`config.mk`:
```
export PLATFORM = sky130hd
export DESIGN_NAME = lane_renderer_flat
export DESIGN_NICKNAME = d
export VERILOG_FILES = /design/src/rtl/lane_renderer_if.sv /design/src/rtl/lane_renderer.sv /design/src/flat_wrapper.sv
export SDC_FILE = /design/constraint.sdc
export NUM_CORES = 1
export LEC_CHECK = 0
export ABC_AREA = 1
export BUFFER_PORTS_ARGS = -buffer_cell sky130_fd_sc_hd__buf_4
export CORE_MARGIN = 2
export CORE_UTILIZATION = 56
export CTS_CLUSTER_DIAMETER = 200
export CTS_CLUSTER_SIZE = 24
export DETAILED_ROUTE_END_ITERATION = 12
export PLACE_DENSITY = 0.74
export SLEW_MARGIN = 30
export SYNTH_ARGS = -nofsm -noshare
export SYNTH_HDL_FRONTEND = slang
export SYNTH_SLANG_ARGS = --single-unit
```
`constraint.sdc`:
```
create_clock -name clk -period 10 [get_ports clk]
set_input_delay 0.5 -clock clk [delete_from_list [all_inputs] [get_ports clk]]
set_output_delay 0.5 -clock clk [all_outputs]
set_load 0.03 [all_outputs]
```
`src/rtl/lane_renderer_if.sv`:
```
// Scan, unit-state and pixel signals between the game core / VGA controller and lane_renderer.
interface lane_renderer_if #(
  parameter int NUM_UNITS = 16,
  parameter int LOC_W     = 9,
  parameter int TYPE_W    = 2
);
  localparam int CNT_W = $clog2(NUM_UNITS + 1);

  logic                        bright;
  logic [9:0]                  hCount;
  logic [9:0]                  vCount;
  logic                        update_req;
  logic [NUM_UNITS*LOC_W-1:0]  unit_loc_flat;
  logic [NUM_UNITS*TYPE_W-1:0] unit_type_flat;
  logic                        update_ack;
  logic [CNT_W-1:0]            units_alive;
  logic [11:0]                 rgb;

  modport master (
    output bright, hCount, vCount, update_req, unit_loc_flat, unit_type_flat,
    input  update_ack, units_alive, rgb
  );

  modport slave (
    input  bright, hCount, vCount, update_req, unit_loc_flat, unit_type_flat,
    output update_ack, units_alive, rgb
  );
endinterface

```
`src/rtl/lane_renderer.sv`:
```
// Lane pixel generator with double-buffered unit state committed at frame boundaries.
// Optional build macro: LANE_RENDERER_OUTLINE_EN draws a black 1-pixel outline on sprites.

// Per-slot horizontal hit test; sums are 11 bits so loc+offset never wraps.
module lane_slot #(
  parameter int LOC_W    = 9,
  parameter int TYPE_W   = 2,
  parameter int H_OFFSET = 203,
  parameter int UNIT_W   = 10
) (
  input  logic [LOC_W-1:0]  loc,
  input  logic [TYPE_W-1:0] typ,
  input  logic [9:0]        hcount,
  output logic              hit,
  output logic              outl
);
  logic [10:0] left, right, h;
  assign left  = 11'(loc) + 11'(H_OFFSET);
  assign right = left + 11'(UNIT_W - 1);
  assign h     = {1'b0, hcount};
  assign hit   = (typ != '0) && (h >= left) && (h <= right);
`ifdef LANE_RENDERER_OUTLINE_EN
  assign outl  = (h == left) || (h == right);
`else
  assign outl  = 1'b0;
`endif
endmodule

module lane_renderer #(
  parameter int          NUM_UNITS    = 16,
  parameter int          LOC_W        = 9,
  parameter int          TYPE_W       = 2,
  parameter int          H_OFFSET     = 203,
  parameter int          UNIT_W       = 10,
  parameter int          LANE_TOP     = 386,
  parameter int          LANE_BOT     = 395,
  parameter int          GROUND_ROW   = 396,
  parameter logic [11:0] SKY_COLOR    = 12'h37B,
  parameter logic [11:0] GROUND_COLOR = 12'h2D2,
  parameter logic [11:0] TYPE1_COLOR  = 12'hF00,
  parameter logic [11:0] TYPE2_COLOR  = 12'h0F0,
  parameter logic [11:0] TYPE3_COLOR  = 12'h00F
) (
  input logic            clk,
  input logic            rst,
  lane_renderer_if.slave bus
);
  localparam int CNT_W = $clog2(NUM_UNITS + 1);
  localparam logic [0:0] IDLE    = 1'b0;
  localparam logic [0:0] PENDING = 1'b1;
  localparam logic [9:0] V_TOP = 10'(LANE_TOP);
  localparam logic [9:0] V_BOT = 10'(LANE_BOT);
  localparam logic [9:0] V_GND = 10'(GROUND_ROW);

  logic [NUM_UNITS-1:0][LOC_W-1:0]  shd_loc, dsp_loc;
  logic [NUM_UNITS-1:0][TYPE_W-1:0] shd_type, dsp_type;
  logic [0:0]       state;
  logic             zero_q, scan_zero, fb;
  logic [CNT_W-1:0] shd_alive;

  assign scan_zero = (bus.hCount == 10'd0) && (bus.vCount == 10'd0);
  // zero_q resets to 1 so a scan already at (0,0) out of reset is not a boundary
  assign fb = scan_zero && !zero_q;

  // Population of the shadow bank; registered at commit it equals the new display count
  always_comb begin
    shd_alive = '0;
    for (int i = 0; i < NUM_UNITS; i++)
      if (shd_type[i] != '0) shd_alive = shd_alive + CNT_W'(1);
  end

  // Shadow capture, update FSM and frame-boundary commit
  always_ff @(posedge clk or negedge rst) begin
    if (!rst) begin
      state           <= IDLE;
      zero_q          <= 1'b1;
      shd_loc         <= '0;
      shd_type        <= '0;
      dsp_loc         <= '0;
      dsp_type        <= '0;
      bus.update_ack  <= 1'b0;
      bus.units_alive <= '0;
    end else begin
      zero_q         <= scan_zero;
      bus.update_ack <= 1'b0;
      if (bus.update_req) begin
        shd_loc  <= bus.unit_loc_flat;
        shd_type <= bus.unit_type_flat;
      end
      case (state)
        IDLE:    if (bus.update_req) state <= PENDING;
        PENDING: if (fb) begin
          // commit sees the pre-request shadow; a coincident request waits for the next fb
          dsp_loc         <= shd_loc;
          dsp_type        <= shd_type;
          bus.update_ack  <= 1'b1;
          bus.units_alive <= shd_alive;
          state           <= bus.update_req ? PENDING : IDLE;
        end
        default: state <= IDLE;
      endcase
    end
  end

  logic [NUM_UNITS-1:0] slot_hit, slot_outl;

  for (genvar g = 0; g < NUM_UNITS; g++) begin : g_slot
    lane_slot #(.LOC_W(LOC_W), .TYPE_W(TYPE_W), .H_OFFSET(H_OFFSET), .UNIT_W(UNIT_W)) u_slot (
      .loc    (dsp_loc[g]),
      .typ    (dsp_type[g]),
      .hcount (bus.hCount),
      .hit    (slot_hit[g]),
      .outl   (slot_outl[g])
    );
  end

  logic              sel_hit, sel_outl, lane, row_edge;
  logic [TYPE_W-1:0] sel_type;

  assign lane = (bus.vCount >= V_TOP) && (bus.vCount <= V_BOT);
`ifdef LANE_RENDERER_OUTLINE_EN
  assign row_edge = (bus.vCount == V_TOP) || (bus.vCount == V_BOT);
`else
  assign row_edge = 1'b0;
`endif

  // Priority encoder: scan downwards so the lowest hitting slot wins
  always_comb begin
    sel_hit  = 1'b0;
    sel_outl = 1'b0;
    sel_type = '0;
    for (int i = NUM_UNITS - 1; i >= 0; i--)
      if (slot_hit[i]) begin
        sel_hit  = 1'b1;
        sel_type = dsp_type[i];
        sel_outl = slot_outl[i];
      end
  end

  logic              hit_q, bright_q, gnd_q, outl_q;
  logic [TYPE_W-1:0] type_q;

  // Pixel stage 1: register hit, type, outline, bright and background select
  always_ff @(posedge clk or negedge rst) begin
    if (!rst) begin
      hit_q    <= 1'b0;
      type_q   <= '0;
      outl_q   <= 1'b0;
      bright_q <= 1'b0;
      gnd_q    <= 1'b0;
    end else begin
      hit_q    <= lane && sel_hit;
      type_q   <= sel_type;
      outl_q   <= sel_outl || row_edge;
      bright_q <= bus.bright;
      gnd_q    <= bus.vCount >= V_GND;
    end
  end

  // Pixel stage 2: blanking, sprite color (or outline), else ground/sky
  always_ff @(posedge clk or negedge rst) begin
    if (!rst)                bus.rgb <= 12'h000;
    else if (!bright_q)      bus.rgb <= 12'h000;
    else if (hit_q) begin
      if (outl_q)                       bus.rgb <= 12'h000;
      else if (type_q == TYPE_W'(1))    bus.rgb <= TYPE1_COLOR;
      else if (type_q == TYPE_W'(2))    bus.rgb <= TYPE2_COLOR;
      else if (type_q == TYPE_W'(3))    bus.rgb <= TYPE3_COLOR;
      else                              bus.rgb <= 12'h000;
    end
    else if (gnd_q)          bus.rgb <= GROUND_COLOR;
    else                     bus.rgb <= SKY_COLOR;
  end
endmodule

```
`src/flat_wrapper.sv`:
```
// flat-port wrapper written by rule: the top's interface ports become plain ports
module lane_renderer_flat 
#(
  parameter int          NUM_UNITS    = 16,
  parameter int          LOC_W        = 9,
  parameter int          TYPE_W       = 2,
  parameter int          H_OFFSET     = 203,
  parameter int          UNIT_W       = 10,
  parameter int          LANE_TOP     = 386,
  parameter int          LANE_BOT     = 395,
  parameter int          GROUND_ROW   = 396,
  parameter logic [11:0] SKY_COLOR    = 12'h37B,
  parameter logic [11:0] GROUND_COLOR = 12'h2D2,
  parameter logic [11:0] TYPE1_COLOR  = 12'hF00,
  parameter logic [11:0] TYPE2_COLOR  = 12'h0F0,
  parameter logic [11:0] TYPE3_COLOR  = 12'h00F
)
  (clk, rst, bus_bright, bus_hCount, bus_vCount, bus_update_req, bus_unit_loc_flat, bus_unit_type_flat, bus_update_ack, bus_units_alive, bus_rgb);
  lane_renderer_if #(.NUM_UNITS(NUM_UNITS), .LOC_W(LOC_W), .TYPE_W(TYPE_W)) bus_i ();
  input logic clk;
  input logic rst;
  input wire logic [$bits(bus_i.bright)-1:0] bus_bright;
  input wire logic [$bits(bus_i.hCount)-1:0] bus_hCount;
  input wire logic [$bits(bus_i.vCount)-1:0] bus_vCount;
  input wire logic [$bits(bus_i.update_req)-1:0] bus_update_req;
  input wire logic [$bits(bus_i.unit_loc_flat)-1:0] bus_unit_loc_flat;
  input wire logic [$bits(bus_i.unit_type_flat)-1:0] bus_unit_type_flat;
  output wire logic [$bits(bus_i.update_ack)-1:0] bus_update_ack;
  output wire logic [$bits(bus_i.units_alive)-1:0] bus_units_alive;
  output wire logic [$bits(bus_i.rgb)-1:0] bus_rgb;
  assign bus_i.bright = bus_bright;
  assign bus_i.hCount = bus_hCount;
  assign bus_i.vCount = bus_vCount;
  assign bus_i.update_req = bus_update_req;
  assign bus_i.unit_loc_flat = bus_unit_loc_flat;
  assign bus_i.unit_type_flat = bus_unit_type_flat;
  assign bus_update_ack = bus_i.update_ack;
  assign bus_units_alive = bus_i.units_alive;
  assign bus_rgb = bus_i.rgb;
  lane_renderer #(.NUM_UNITS(NUM_UNITS), .LOC_W(LOC_W), .TYPE_W(TYPE_W), .H_OFFSET(H_OFFSET), .UNIT_W(UNIT_W), .LANE_TOP(LANE_TOP), .LANE_BOT(LANE_BOT), .GROUND_ROW(GROUND_ROW), .SKY_COLOR(SKY_COLOR), .GROUND_COLOR(GROUND_COLOR), .TYPE1_COLOR(TYPE1_COLOR), .TYPE2_COLOR(TYPE2_COLOR), .TYPE3_COLOR(TYPE3_COLOR)) u_core (.clk(clk), .rst(rst), .bus(bus_i));
endmodule
```
* After elaboration in Yosys (flattened, before gate mapping)
Cells that the tools add are included.
** Operators by class
- $add $sub $neg :: 47
- Order comparisons :: 35
- Equal/unequal tests :: 3
- Multiplexer cells :: 59
- Bitwise gates (word level) :: 1
- Reductions and logical operators :: 72
** Operators by type and width (count)
- $add 11x4->11 const B :: 16
- $ge 10x11->1 :: 16
- $le 10x11->1 :: 16
- $add 9x8->10 const B :: 16
- $mux 5 :: 15
- $add 5x1->5 const B :: 14
- $reduce_bool 2->1 :: 32
- $mux 12 :: 4
- $logic_and 1x1->1 :: 36
- $mux 2 :: 16
- $mux 1 :: 21
- $ge 10x9->1 const B :: 2
- $logic_not 10->1 :: 2
- $le 10x9->1 const B :: 1
- $mux 9 :: 1
- $eq 2x2->1 const B :: 2
- $mux 4 :: 1
- $add 1x1->2 const B :: 1
- $eq 2x1->1 const B :: 1
- $pmux 1 s2 :: 1
- $reduce_and 2->1 :: 1
- $logic_not 1->1 :: 1
- $not 1->1 :: 1
** Storage, ports and cells
- Register bits after elaboration :: 377
- Input bits :: 200
- Output and inout port bits :: 18
- Logic and storage cells :: 290

* Depth between registers and ports, before layout
- Word-level depth :: 32
- Gate-level depth with buffers :: 59
- Mapped depth without buffers :: 59

* Cells and area by module
Synthesis repeated with hierarchy kept, for this count alone.
** Second synthesis, totals
- Cells, all modules :: 4252
- Area total of the unflattened synthesis :: 30670.7 µm²
** By module, submodules not included
- lane_renderer :: instances 1, cells an instance 1886, area each 16220.6 µm², sequential area each 9385.3 µm²
- lane_slot at u_core.g_slot[13].u_slot ... :: instances 9, cells an instance 147, area each 914.6 µm², sequential area each 0.0 µm²
- lane_slot at u_core.g_slot[0].u_slot ... :: instances 7, cells an instance 149, area each 888.4 µm², sequential area each 0.0 µm²

* Worst setup path after synthesis
No wires, ideal clock.
- Path type :: register -> register
- Start point :: register u_core.shd_type[1] in the netlist's numbering
- End point :: register u_core.bus.units_alive[4]
- Library setup time :: 117 ps
- Arrival time :: 6821 ps
- Data required time :: 9883 ps
- Slack :: 3062 ps
- Cell stages (with the launch flop) :: 57
- Path buffers :: 0
- Clock period less this slack :: 6938 ps
- Cells stage by stage :: dfrtp_1 nor2_1 inv_1 ha_1 inv_1 nand2_2 nand2_2 inv_1 ha_1 inv_1 nand2_1 nand2_1 inv_1 nand2_1 nand2_1 nand2_1 nand2_1 ha_1 (+21 left out) nand3_1 nand3_1 and2_1 ha_1 nand2_1 nand2_1 ha_1 o21ai_0 inv_1 ha_1 nand2_1 nor2_2 inv_2 nor2_2 nand2_1 nand2_1 nand2_1 nand2_1
** On the way
- Cells in the longest elaborated chain, start to end :: 32
** RTL lines
- start, declared :: line lane_renderer.sv:56 : logic [NUM_UNITS-1:0][TYPE_W-1:0] shd_type, dsp_type;
- start signal, assigned :: line lane_renderer.sv:88 : shd_type <= bus.unit_type_flat;
- $reduce_bool 2->1 * :: line lane_renderer.sv:69 : if (shd_type[i] != '0) shd_alive = shd_alive + CNT_W'(1);
- $mux 1 * :: line lane_renderer.sv:69
- $add 1x1->2 :: line lane_renderer.sv:69
- $mux 5 * :: line lane_renderer.sv:69
- $add 5x1->5 :: line lane_renderer.sv:69
- $mux 5 * :: line lane_renderer.sv:69
- $add 5x1->5 :: line lane_renderer.sv:69
- $mux 5 * :: line lane_renderer.sv:69
- (+16 left out)
- $add 5x1->5 :: line lane_renderer.sv:69
- $mux 5 * :: line lane_renderer.sv:69
- $add 5x1->5 :: line lane_renderer.sv:69
- $mux 5 * :: line lane_renderer.sv:69
- $add 5x1->5 :: line lane_renderer.sv:69
- $mux 5 * :: line lane_renderer.sv:69
- $add 5x1->5 :: line lane_renderer.sv:69
- $mux 5 * :: line lane_renderer.sv:69
- end signal, assigned :: line lane_renderer.sv:97 : bus.units_alive <= shd_alive;
- end, declared :: line lane_renderer_if.sv:26 : output update_ack, units_alive, rgb
Mark *: on every way between the ends. The rest lies on a longest branch, timed or not.
A chain may end at the register's enable or synchronous reset.

* Final worst setup path
Same ends and word-level chain as after synthesis.

==> qor.csv <==
stage,metric,value,unit
sta,Fin. Hold Viols,0,
synth,Synth Warn #,0,
sta,worst clock skew,0.04434,ns
clock_tree,CTS tree,yes,
placed_design,DP HPWL,47080,µm
placed_design,placed insts,4165,
clock_tree,clock transition at the registers of the reported paths,0.09,ns
sta,final critical-path required period,7.588,ns
placed_design,GPL Wtd Cong,0.8738,
power_and_ir_drop,leakage power total,15.89,nW
power_and_ir_drop,Final Power,3.575,mW
finish,filler instances,4426,
synth,Synth area leaders,"dfrtp_1, ha_1, nand2_1, o21ai_0, inv_1",
synth,Yosys cell types,50,
sta,setup tns final,0,ns
clock_tree,root buf cell,clkbuf_16,
floorplanning,Initial Util,0.5639,
clock_tree,CTS Buffer Depth,3,
critical_path,Worst Path Arrival,8.02,ns
synth,syn_nets,3945,
clock_tree,number of buffers created by CTS,19,
route,DR WL/cell,15.23,µm
sta,period utilization,0.7588,
clock_tree,H-tree Lvls,1,
sta,final critical-path setup slack,2.412,ns
placed_design,Place WS,2.481,ns
route,Via density,5.394,
global_routing,grt total ovfl,0,
worst_hold_path,worst min-delay path class,in2reg,
global_routing,gr usage total,0.2564,
clock_tree,CTS Hold Buffers Added,1,
synth,leading register cell type out of synthesis,dfrtp_1,
floorplanning,Vert. Die Dim,225.3,µm
floorplanning,FP Rows,81,
sta,FMAX,0.1318,GHz
clock_tree,CTS sink cnt,374,
synth,post-synthesis cell count,3388,
critical_path,Critical Path Start Type,flop,
synth,top cell type by total area after synthesis,dfrtp_1,
floorplanning,full die area,50780,µm²
clock_tree,# Post-CTS Setup Buffers,0,
critical_path,critical path peak fanout,3,
finish,fraction of layout cells with a size suffix above 1,0.1282,
sta,Slew @ Worst Pin,0.9214,ns
synth,sequential area share after synthesis,0.3412,
finish,Area growth syn-to-layout,10.27,%
sta,minimum hold slack,0.05457,ns
synth,Yosys top cell area share,0.3402,
synth,synthesized area,27430,µm²
critical_path,CP Data Required Time,10.44,ns
critical_path,critical path's largest stage delay,0.39,ns
sta,relative slew slack,0.3857,
global_routing,vias in the first global route,21800,
finish,# diodes,0,
clock_tree,"Clk Latency, worst-skew pair",0.58,ns
sta,Final setup viols,0,
route,via count,22620,
route,DR pass1 iterations,5,
synth,"Avg Cell Area, Syn",8.097,µm²
critical_path,"most used cell, CP",nand2_1,
global_routing,first-pass GRT wire length,106400,µm
power_and_ir_drop,worst ir drop on vdd,0.1275,mV
finish,Final nets,4123,
global_routing,largest net degree at the start of global routing,111,
route,Iter 0 DRT Violations,1345,
synth,most common cell in the netlist,nand2_1,
finish,Finished Layout Cells,4194,
synth,Seq cells post-synth,374,
critical_path,Critical Path End Type,flop,
floorplanning,Core ar.,48650,µm²
sta,Max Slew Vio Count,0,
global_routing,initial antenna violation count,0,
clock_tree,Post-CTS Resized,0,
critical_path,critical path class,reg2reg,
floorplanning,Top Ports,218,
job,Max-cap violations,0,
run_status,status,"finished, final reports clean",
synth,Post-synth EDFFs,0,
power_and_ir_drop,Cell Pwr Density,118.2,nW/µm²
placed_design,PortBufs,217,
route,antenna-violating nets left,0,
route,drt drc,0,
floorplanning,DIE WIDTH,225.3,µm
route,Total Wirelength,63870,µm
synth,commonest cells in the synthesized netlist,"nand2_1, inv_1, dfrtp_1, ha_1, o21ai_0",
sta,RSZ-0062 raised after global routing,false,
critical_path,"Slowest-stage cell, CP",dfrtp_1,
synth,Async SR Flop Fraction,1.000,
## area by class of cell
type | count | area, µm² | area share
clock buffer | 25 | 498.0 | 0.01646
clock inverter | 2 | 20.02 | 0.0006618
inverter | 424 | 1594 | 0.05269
multi-input combinational | 2513 | 16190 | 0.5351
sequential | 374 | 9360 | 0.3094
tap | 622 | 778.2 | 0.02573
timing repair buffer | 234 | 1814 | 0.05997
## cell usage in the layout, fill, tap and decap left out, types with 11 or more instances in the layout
master,n
xnor2_1,42
or2_2,22
inv_1,412
mux2_2,118
nor2_1,166
nand3_1,133
ha_1,357
a211oi_1,11
o21ai_0,356
nand2_2,24
a21boi_0,17
buf_4,229
a21o_1,27
a21oi_1,147
nand2_1,755
dfrtp_1,373
a31oi_1,11
clkbuf_16,19
nor3_1,21
xor2_1,140
nand4_1,38
o21bai_1,22
nor4_1,20
## final timing paths
kind                               startpoint                        end  slack (ns)  depth (start not counted)
hold reg to reg            u_core.shd_loc[18]         u_core.dsp_loc[18]        0.47                          2
setup reg to reg           u_core.shd_type[1]  u_core.bus.units_alive[4]        2.41                         56
setup / recovery           u_core.shd_type[1]  u_core.bus.units_alive[4]        2.41                         56
min in group asynchronous                 rst         u_core.dsp_loc[43]        0.56                          2
max in group asynchronous                 rst         u_core.shd_loc[83]        8.08                          3
hold / removal                     bus_bright            u_core.bright_q        0.05                          1
## worst max-delay path: cells and delay by family, from the launching register on
| family | cells | cell delay (ns) |
|---|---|---|
| flip-flops | 1 | 0.39 |
| AND/OR/NAND/NOR | 34 | 3.20 |
| adder cells (fa/ha/maj) | 9 | 2.57 |
| AO/OA/AOI/OAI | 3 | 0.74 |
| buffers and inverters | 10 | 0.58 |
## registers in the layout, indices dropped and copies added, names as in the netlist
register                flops
u_core.gnd_q                1
u_core.dsp_loc            144
u_core.bus.units_alive      5
u_core.dsp_type            32
u_core.bright_q             1
u_core.bus.rgb              9
u_core.zero_q               1
u_core.hit_q                1
u_core.state                1
u_core.shd_loc            144
u_core.bus.update_ack       1
u_core.shd_type            32
u_core.type_q               2
## cells by family (layout without fill, tap and decap cells)
family | after synthesis | after routing | synth area share
buf+inv | 501 | 685 | 0.06910
fa+ha+maj | 357 | 357 | 0.1628
mux | 118 | 118 | 0.04844
xor+xnor | 182 | 182 | 0.05810
flops | 374 | 374 | 0.3412
compound gates | 629 | 629 | 0.1266
simple gates | 1227 | 1227 | 0.1938
## per-stage QoR
stage / area [µm²] / utilization
CTS: 30220 / 0.6213
detailed placement: 29690 / 0.6104
finish: 30250 / 0.6218
global route: 30250 / 0.6218
global placement: 29670 / 0.6099
floorplan: 27430 / -
## metal layers
layer  track usage  vias up  part of all wire
met4       0.05042        0             0.017
met5             0        -                 0
met1        0.3596    10610              0.48
li1              -    11600                 -
met3       0.02256       68             0.039
met2        0.4351      347              0.46
## report_power, final
| group | internal, mW | leakage (nW) | switching [mW] |
|---|---|---|---|
| registers | 1.58 | 4.20 | 0.0388 |
| logic | 0.415 | 11.4 | 0.675 |
| clock network | 0.356 | 0.252 | 0.507 |
No activity file was read; power rests on OpenSTA's default activity.
